===== config.mk =====
export PLATFORM = sky130hd
export DESIGN_NAME = uart_fifo_tx_flat
export DESIGN_NICKNAME = d
export VERILOG_FILES = /design/src/rtl/uart_pkg.sv /design/src/rtl/uart_fifo_tx_if.sv /design/src/rtl/uart_baud_gen.sv /design/src/rtl/uart_fifo_tx.sv /design/src/flat_wrapper.sv
export SDC_FILE = /design/constraint.sdc
export NUM_CORES = 1
export LEC_CHECK = 0
export ABC_CLOCK_PERIOD_IN_PS = 2100
export CAP_MARGIN = 0
export CORE_UTILIZATION = 53
export DETAILED_ROUTE_END_ITERATION = 10
export MAX_ROUTING_LAYER = met4
export PLACE_DENSITY_LB_ADDON = 0.25
export SLEW_MARGIN = 5
export SYNTH_ARGS = -nofsm -noshare
export SYNTH_HDL_FRONTEND = slang
export SYNTH_SLANG_ARGS = --single-unit
export TNS_END_PERCENT = 100

===== constraint.sdc =====
create_clock -name iClk -period 2.1 [get_ports iClk]
set_input_delay 0.63 -clock iClk [delete_from_list [all_inputs] [get_ports iClk]]
set_output_delay 0.63 -clock iClk [all_outputs]
set_load 0.005 [all_outputs]

===== src/rtl/uart_pkg.sv =====
// Shared UART definitions: state encoding, line levels and default bit timing.
package uart_pkg;

    typedef enum logic [2:0] {
        IDLE   = 3'd0,
        FETCH  = 3'd1,
        LOAD   = 3'd2,
        START  = 3'd3,
        DATA   = 3'd4,
        PARITY = 3'd5,
        STOP   = 3'd6
    } txState_t;

    localparam logic cLineIdle = 1'b1;
    localparam logic cStartBit = 1'b0;

    // 12 MHz system clock, 115200 baud
    localparam int unsigned cClksPerBit115200At12M = 104;

endpackage


===== src/rtl/uart_fifo_tx_if.sv =====
// FIFO read port as seen by a consumer: pop strobe, read data, empty flag.
interface uart_fifo_tx_if #(
    parameter int unsigned pDataWidth = 8
);
    logic                  readEn;
    logic [pDataWidth-1:0] readData;
    logic                  fifoEmpty;

    // consumer (transmitter) side
    modport master (
        output readEn,
        input  readData,
        input  fifoEmpty
    );

    // FIFO side
    modport slave (
        input  readEn,
        output readData,
        output fifoEmpty
    );
endinterface


===== src/rtl/uart_baud_gen.sv =====
// Bit-period timer: counts 0..pClksPerBit-1 and flags the last count of each bit.
// iClr holds the counter at zero so the first bit after a restart is full length.
module uart_baud_gen #(
    parameter int unsigned pClksPerBit = 104
) (
    input  logic iClk,
    input  logic iRstN,
    input  logic iClr,
    output logic oBitTick
);

    localparam int unsigned cCntW = (pClksPerBit > 1) ? $clog2(pClksPerBit) : 1;
    localparam logic [cCntW-1:0] cLastCnt = cCntW'(pClksPerBit - 1);

    logic [cCntW-1:0] cnt;

    // Free-running bit counter, reloading at each bit boundary or on restart
    always_ff @(posedge iClk or negedge iRstN) begin
        if (!iRstN) begin
            cnt <= '0;
        end else if (iClr || (cnt == cLastCnt)) begin
            cnt <= '0;
        end else begin
            cnt <= cnt + 1'b1;
        end
    end

    assign oBitTick = !iClr && (cnt == cLastCnt);

endmodule


===== src/rtl/uart_fifo_tx.sv =====
// UART 8N1 transmitter draining a byte FIFO through its read port.
// Optional even parity bit between data and stop: define UART_TX_PARITY_EN.
module uart_fifo_tx
    import uart_pkg::*;
#(
    parameter int unsigned pClksPerBit = cClksPerBit115200At12M,
    parameter int unsigned pDataWidth  = 8
) (
    input  logic                  iClk,
    input  logic                  iRstN,
    input  logic                  iTxEnable,
    uart_fifo_tx_if.master        fifoRd,
    output logic                  oTx,
    output logic                  oBusy,
    output logic                  oTxDone
);

    localparam int unsigned cBitCntW = $clog2(pDataWidth + 1);
    localparam logic [cBitCntW-1:0] cLastBit = cBitCntW'(pDataWidth - 1);

    txState_t              state;
    txState_t              stateNext;
    logic [pDataWidth-1:0] shiftReg;
    logic [pDataWidth-1:0] shiftNext;
    logic [cBitCntW-1:0]   bitCnt;
    logic [cBitCntW-1:0]   bitCntNext;
    logic                  txReg;
    logic                  txNext;
    logic                  bitTick;
    logic                  baudClr;
    logic                  canStart;

`ifdef UART_TX_PARITY_EN
    logic                  parityReg;

    // Even parity of the byte captured in LOAD, held for the parity bit
    always_ff @(posedge iClk or negedge iRstN) begin
        if (!iRstN) begin
            parityReg <= 1'b0;
        end else if (state == LOAD) begin
            parityReg <= ^fifoRd.readData;
        end
    end
`endif

    // Baud timer is held at zero until the start bit begins
    assign baudClr = (state == IDLE) || (state == FETCH) || (state == LOAD);

    uart_baud_gen #(
        .pClksPerBit (pClksPerBit)
    ) baudGen (
        .iClk     (iClk),
        .iRstN    (iRstN),
        .iClr     (baudClr),
        .oBitTick (bitTick)
    );

    assign canStart = iTxEnable && !fifoRd.fifoEmpty;

    // State, shift register, bit counter and the registered line driver
    always_ff @(posedge iClk or negedge iRstN) begin
        if (!iRstN) begin
            state    <= IDLE;
            shiftReg <= '0;
            bitCnt   <= '0;
            txReg    <= cLineIdle;
        end else begin
            state    <= stateNext;
            shiftReg <= shiftNext;
            bitCnt   <= bitCntNext;
            txReg    <= txNext;
        end
    end

    // Next-state logic; the line level is computed from the next state so the
    // flopped oTx lines up with the state register
    always_comb begin
        stateNext  = state;
        shiftNext  = shiftReg;
        bitCntNext = bitCnt;
        txNext     = cLineIdle;

        case (state)
            IDLE: begin
                if (canStart) begin
                    stateNext = FETCH;
                end
            end
            FETCH: begin
                stateNext = LOAD;
            end
            LOAD: begin
                shiftNext = fifoRd.readData;
                stateNext = START;
            end
            START: begin
                if (bitTick) begin
                    bitCntNext = '0;
                    stateNext  = DATA;
                end
            end
            DATA: begin
                if (bitTick) begin
                    shiftNext = shiftReg >> 1;
                    if (bitCnt == cLastBit) begin
`ifdef UART_TX_PARITY_EN
                        stateNext = PARITY;
`else
                        stateNext = STOP;
`endif
                    end else begin
                        bitCntNext = bitCnt + 1'b1;
                    end
                end
            end
`ifdef UART_TX_PARITY_EN
            PARITY: begin
                if (bitTick) begin
                    stateNext = STOP;
                end
            end
`endif
            STOP: begin
                if (bitTick) begin
                    stateNext = canStart ? FETCH : IDLE;
                end
            end
            default: begin
                stateNext = IDLE;
            end
        endcase

        case (stateNext)
            START:   txNext = cStartBit;
            DATA:    txNext = shiftNext[0];
`ifdef UART_TX_PARITY_EN
            PARITY:  txNext = parityReg;
`endif
            default: txNext = cLineIdle;
        endcase
    end

    assign fifoRd.readEn = (state == FETCH);
    assign oTx           = txReg;
    assign oBusy         = (state != IDLE);
    assign oTxDone       = (state == STOP) && bitTick;

endmodule


===== src/flat_wrapper.sv =====
// flat-port wrapper written by rule: the top's interface ports become plain ports
module uart_fifo_tx_flat import uart_pkg::*;
#(
    parameter int unsigned pClksPerBit = cClksPerBit115200At12M,
    parameter int unsigned pDataWidth  = 8
)
  (iClk, iRstN, iTxEnable, oTx, oBusy, oTxDone, fifoRd_readEn, fifoRd_readData, fifoRd_fifoEmpty);
  uart_fifo_tx_if #(.pDataWidth(pDataWidth)) fifoRd_i ();
  input  logic iClk;
  input  logic iRstN;
  input  logic iTxEnable;
  output logic oTx;
  output logic oBusy;
  output logic oTxDone;
  output wire logic [$bits(fifoRd_i.readEn)-1:0] fifoRd_readEn;
  input wire logic [$bits(fifoRd_i.readData)-1:0] fifoRd_readData;
  input wire logic [$bits(fifoRd_i.fifoEmpty)-1:0] fifoRd_fifoEmpty;
  assign fifoRd_readEn = fifoRd_i.readEn;
  assign fifoRd_i.readData = fifoRd_readData;
  assign fifoRd_i.fifoEmpty = fifoRd_fifoEmpty;
  uart_fifo_tx #(.pClksPerBit(pClksPerBit), .pDataWidth(pDataWidth)) u_core (.iClk(iClk), .iRstN(iRstN), .iTxEnable(iTxEnable), .fifoRd(fifoRd_i), .oTx(oTx), .oBusy(oBusy), .oTxDone(oTxDone));
endmodule

==> metrics, run 1 <==
VDD IR-drop max 0.376 mV; Layout area overhead 26.7%; sequential fraction of the synthesis area a little under half; post-DR wirelength/cell 14.2 µm; Detailed Route WL between 2000 and 3000 µm; DRC 0; reg-to-reg critical path startpoint u_core.state[0]; Synth Area in Compound Gates about 14%; Port Buf Inserts 15; Post-Synthesis Cell Area around 1200 µm²; flops & latches, synth 23; CTS root buf clkbuf_4; post-route antenna net violation count 0; vias in the first global route roughly 930; worst reg2reg path endpoint u_core.oTx; GRT Overall Usage a little under a quarter; H-Tree Depth 1; leak pwr about 0.00074 µW; final core occ 74.6%; Clock Sinks 23; CP Data Arrival Time approximately 1400 ps; simple-gate share of the synthesized area approximately a quarter; Hold Worst Slack 498 ps; CTS clk-pin slew, worst paths between 100 and 150 ps; HP Class flip-flop to flip-flop; global route overflow 0; Worst EP required approximately 1500 ps; Final min period about 2100 ps; CP Class flip-flop to primary output; Core Region between 2000 and 2500 µm²; largest net degree at the start of global routing 17; main combinational cell family by area after synthesis simple AND/OR/NAND/NOR gates; floorplan row count 16; Initial Util roughly three fifths; Yosys top cell by area dfrtp_1; Hold Violations, Final 0; status complete, no violations; commonest non-fill, non-tap cell in the layout dfrtp_1; DRT Pass-1 Iters 4; Synth top area share between 40% and 50%; layout cells sized above 1 about 25%; cts bufs inserted 3; maximum operating frequency 486 MHz; GPL Wtd Cong 0.809; Final Setup Violations 0; post-synthesis mux area share less than 1%; nets approximately 170; Initial DRC Count 27; initial antenna violation count 0; drt via density about 5.5; final period utilization 98.0%; Tightest Pin Transition 452 ps; die footprint 2490 µm²; skew final between 3 and 4 ps; Max Root-Sink Buffers 2; Synth Area in XOR/XNOR under 10%; hold path endpoint u_core.shiftReg[2]; Worst-Skew Late Latency around 310 ps; via count ~1,000; DP Wirelength 1800 µm; final instance area between 1500 and 2000 µm²; synthesized-area fraction occupied by adder cells under 10%; IO Pins 16; fin cells around 180; top cells by area, synth dfrtp_1 (45%), nand2_1 (6.5%), a22oi_1 (3.7%); crit start category flip-flop; Yosys warnings 0; synthesized instance count between 100 and 150; ant diodes 0; post-route setup TNS 0 ps; Max-slew headroom between 60% and 70%; final max-slew violation count 0; Die W roughly 50 µm; reg2reg setup slack 200 ps; MaxCap Viol Count 0; first-pass GRT wire length between 4000 and 5000 µm; Yosys cell types 35; hold path startpoint u_core.shiftReg[2]; RSZ-0062 raised after global routing yes; PwrDens about 460 nW/µm²; Max Fanout on Critical Path 2; Hold Buf Count CTS 0; Net Count, Synth ~130; Placed Area 1470 µm²; most frequent cells in the layout dfrtp_1 (21), nand2_1 (20), buf_4 (16); die height 49.9 µm; r2r worst-path depth 7; CTS tree built; syn avg cell area between 10 and 15 µm²; number of stages on the worst hold path 2; post-placement cell count between 150 and 200; Worst Setup End Kind primary output
[cell usage after synthesis, drive strengths merged]
cell	instances
buf	5
dfrtp	22
a22oi	7
nand2	21
ha	2
o21ai	7
xor2	4
xnor2	3
nor4	2
nor2	10
and2	2
and3	4
a31oi	2
o22ai	2
and4bb	1
nand4	1
o2111a	1
nor3b	3
a21oi	1
nor2b	1
a221oi	1
nand2b	1
dfstp	1
inv	5
nor3	2
mux2i	1
nand3b	1
nand3	7
[report_power, final]
| group | switching (µW) | internal [µW] | total, µW |
|---|---|---|---|
| clock | 137 | 71.3 | 208 |
| combinational | 16.7 | 25.6 | 42.3 |
| sequential | 4.48 | 451 | 455 |
[state kept, by name (all words and copies together) (netlist names)]
register            count
u_core.baudGen.cnt      7
u_core.bitCnt           4
u_core.oTx              1
u_core.shiftReg         8
u_core.state            3
[through the flow]
stage                     setup slack, ps  power (µW)
after floorplan                       213         470
after global placement              -20.9         505
after detailed placement            -93.1         506
after CTS                           -1.62         713
after global routing                -57.3         735
final                                41.6         706
[final cells by class]
class / count / area (µm²)
Clock buffer: 3 / 22.5
Clock inverter: 1 / 5.00
Fill cell: 148 / 524
Inverter: 5 / 18.8
Multi-Input combinational cell: 87 / 597
Sequential cell: 23 / 578
Tap cell: 27 / 33.8
Timing Repair Buffer: 32 / 283
[layer usage]
metal / track usage, % / part of all wire (%) / up-vias
met5: - / 0 / -
met2: 39.4 / 49 / 19
met1: 29.5 / 46 / 474
met4: 8.57 / 1.1 / 0
li1: - / - / 485
met3: 3.70 / 3.4 / 4
[timing repair]
action	in CTS	in global routing
gates resized for setup	10	2
setup endpoints to repair	3	1
buffers inserted	1	1
[logic make-up (layout without fill, tap and decap cells)]
family,count (synthesis),count (layout)
adder cells (fa/ha/maj),2,2
multiplexers,1,1
AND/OR/NAND/NOR,56,56
AO/OA/AOI/OAI,21,21
XOR/XNOR,7,7
flip-flops,23,23
buffers and inverters,10,41
[critical path: stages (launching register included)]
cell and delay (ps):
dfrtp_1 400, and4bb_4 360, nand2_4 60, nor4_4 140
buf_2 150
[how the worst max path moves through the flow]
stage,endpoint,start,depth (start not counted)
6_report,oTxDone,u_core.baudGen.cnt[4],4
5_1_grt,oTxDone,u_core.baudGen.cnt[4],4
4_1_cts,oTxDone,u_core.baudGen.cnt[4],4
3_5_place_dp,oTxDone,u_core.baudGen.cnt[4],4
3_3_place_gp,oTxDone,u_core.baudGen.cnt[4],4
2_1_floorplan,oTxDone,u_core.baudGen.cnt[0],5
Power figures use the tool's default switching activity.
==> run 2: changes to the inputs <==
- CAP_MARGIN: 0 -> 10
==> results of run 2 <==
No change in the layout: final DEF, timing and power equal those of run 1.
==> run 3: changes to the inputs <==
- ABC_CLOCK_PERIOD_IN_PS: 2100 -> 2200
- clock period: 2.1 -> 2.2 ns (I/O delays scaled with it)
==> run 3 against run 2 <==
Effect of this change:
- via count rose by 0.51%
- count of clock-buffer cells in the layout rose by 1
- critical path type unchanged
- clock power fell by 5%
- highest routed layer unchanged
==> metrics, run 3 (synthesis gave the netlist of run 1 again) <==
status complete, no violations (unchanged); CP Data Arrival Time 1440 ps (was 1430 ps); Detailed Route WL 2380 µm (was 2530 µm); commonest non-fill, non-tap cell in the layout dfrtp_1 (unchanged); area of the multi-input gates 576 µm² (was 597 µm²); Worst-Skew Late Latency 310 ps (about the same); Max Fanout on Critical Path 2 (unchanged); CP max stage cell dfrtp_1 (unchanged); first-pass GRT wire length 3950 µm (was 4220 µm); post-DR wirelength/cell 13.6 µm (was 14.2 µm); final instance area 1480 µm² (was 1540 µm²); layout cells sized above 1 20.3% (was 24.5%); Max Root-Sink Buffers 2 (unchanged); Port Buf Inserts 15 (unchanged); Largest Register u_core.shiftReg (unchanged); Final min period roughly 2100 ps; CP Class flip-flop to primary output (unchanged); fin cells 175 (was 178); Clock Sinks 23 (unchanged); Hold Violations, Final 0 (unchanged); PwrDens 452 nW/µm² (was 459 nW/µm²); Initial DRC Count 21 (was 27); global route overflow 0 (unchanged); Hold Buf Count CTS 0 (unchanged); DP Wirelength 1740 µm (was 1800 µm); Worst EP required 1540 ps (was 1470 ps); Max-slew headroom 77.7% (was 69.8%); CTS clk-pin slew, worst paths 120 ps (was 130 ps); H-Tree Depth 1 (unchanged); Seq. cell area 577 µm² (was 578 µm²); Core Region 2060 µm² (unchanged); CP Cell Sequence and4bb_4 -> nand2_1 -> nor4_2 -> buf_2 (was and4bb_4 -> nand2_4 -> nor4_4 -> buf_2); largest net degree at the start of global routing 24 (was 17); via count 987 (was 982); Initial Util 58.9% (unchanged); cts bufs inserted 3 (unchanged); Worst Setup End Kind primary output (unchanged); post-placement cell count 170 (was 172); Tightest Pin Transition 334 ps (was 452 ps); nets 163 (was 166); Filler Cell Count 160 (was 148); Placed Area 1450 µm² (was 1470 µm²); CTS root buf clkbuf_4 (unchanged); critical path's largest stage delay 400 ps (about the same); Worst Path Buf+Inv 1 (unchanged); floorplan row count 16 (unchanged); final max-slew violation count 0 (unchanged); biggest regs u_core.shiftReg x8, u_core.baudGen.cnt x7, u_core.bitCnt x4 (unchanged); vias in the first global route 939 (was 929); reg2reg setup slack 310 ps (was 200 ps); skew final 1.73 ps (was 3.99 ps); GRT Overall Usage 21.8% (was 23.8%); die footprint 2490 µm² (unchanged); crit start category flip-flop (unchanged); HP Class flip-flop to flip-flop (unchanged); ant diodes 0 (unchanged); DRT Pass-1 Iters 5 (was 4); VDD IR-drop max 0.367 mV (was 0.376 mV); Die W 49.9 µm (unchanged); die height 49.9 µm (unchanged); RSZ-0062 raised after global routing no (was yes); final core occ 71.8% (was 74.6%); GPL Wtd Cong 0.854 (was 0.809); cell family with most CP delay simple AND/OR/NAND/NOR gates (unchanged); max FFs per register 8 (unchanged); leak pwr 0.000715 µW (was 0.000738 µW); MaxCap Viol Count 0 (unchanged); initial antenna violation count 0 (unchanged); DRC 0 (unchanged); maximum operating frequency about 480 MHz; Final Setup Violations 0 (unchanged); Layout area overhead 22.0% (was 26.7%); final period utilization 95.6%; CTS tree built (unchanged); post-route antenna net violation count 0 (unchanged); most frequent cells in the layout dfrtp_1 (22), nand2_1 (21), buf_4 (14) (was dfrtp_1 (21), nand2_1 (20), buf_4 (16)); drt via density 5.64 (was 5.52); IO Pins 16 (unchanged)
[run 3: cell count changes in the layout (fill, tap and decap cells not counted), sizes merged]
cell	before	now
dlygate4sd2	2	1
clkdlybuf4s50	12	13
clkinv	1	0
clkbuf	3	4
buf	18	15
[run 3: metal layers]
| layer | track usage [%] | wire length (µm) |
|---|---|---|
| met4 | 4.29 | 19 |
| met5 | - | 0 |
| met3 | 5.56 | 107 |
| met1 | 26.5 | 1090 |
| met2 | 36.7 | 1170 |
[run 3: area by class of cell]
type	instances	area share (%)
Sequential cell	23	39.0
Clock buffer	4	1.78
Inverter	5	1.27
Timing Repair Buffer	29	16.8
Tap cell	27	2.28
Multi-Input combinational cell	87	38.9
[run 3: worst min-delay path: cells and delay by family, from the launching register on]
family | cells | cell delay [ps]
simple gates | 2 | 110
flops | 1 | 360
[run 3: path summary, 6_finish.rpt]
kind                                       startpoint                 end  depth (start not counted)
worst max register to register        u_core.state[0]          u_core.oTx                          7
worst min register to register     u_core.shiftReg[4]  u_core.shiftReg[4]                          2
min in group asynchronous                       iRstN  u_core.shiftReg[4]                          2
worst min-delay path               u_core.shiftReg[4]  u_core.shiftReg[4]                          2
max in group asynchronous                       iRstN          u_core.oTx                          2
worst max-delay path            u_core.baudGen.cnt[4]             oTxDone                          4
[run 3: per-stage QoR]
stage	setup slack, ps	setup TNS (ps)	total power (µW)	hold slack [ps]
2_1_floorplan	283	0	449	364
3_3_place_gp	40.0	0	478	460
3_5_place_dp	24.3	0	480	465
4_1_cts	-11.8	-11.8	674	494
5_1_grt	12.4	0	688	525
6_report	96.4	0	668	492
[run 3: power breakdown]
part	leakage (µW)	internal (µW)	total, µW	switching, µW
Sequential	0.000265	430	434	3.81
Clock	0.0000150	71.0	197	126
Combinational	0.000434	22.1	37.2	15.1
[run 3: what timing repair did]
| action | 4_1_cts | 5_1_grt |
|---|---|---|
| buffers inserted | 1 | 0 |
| setup endpoints to repair | 2 | 1 |
| gates resized for setup | 5 | 1 |
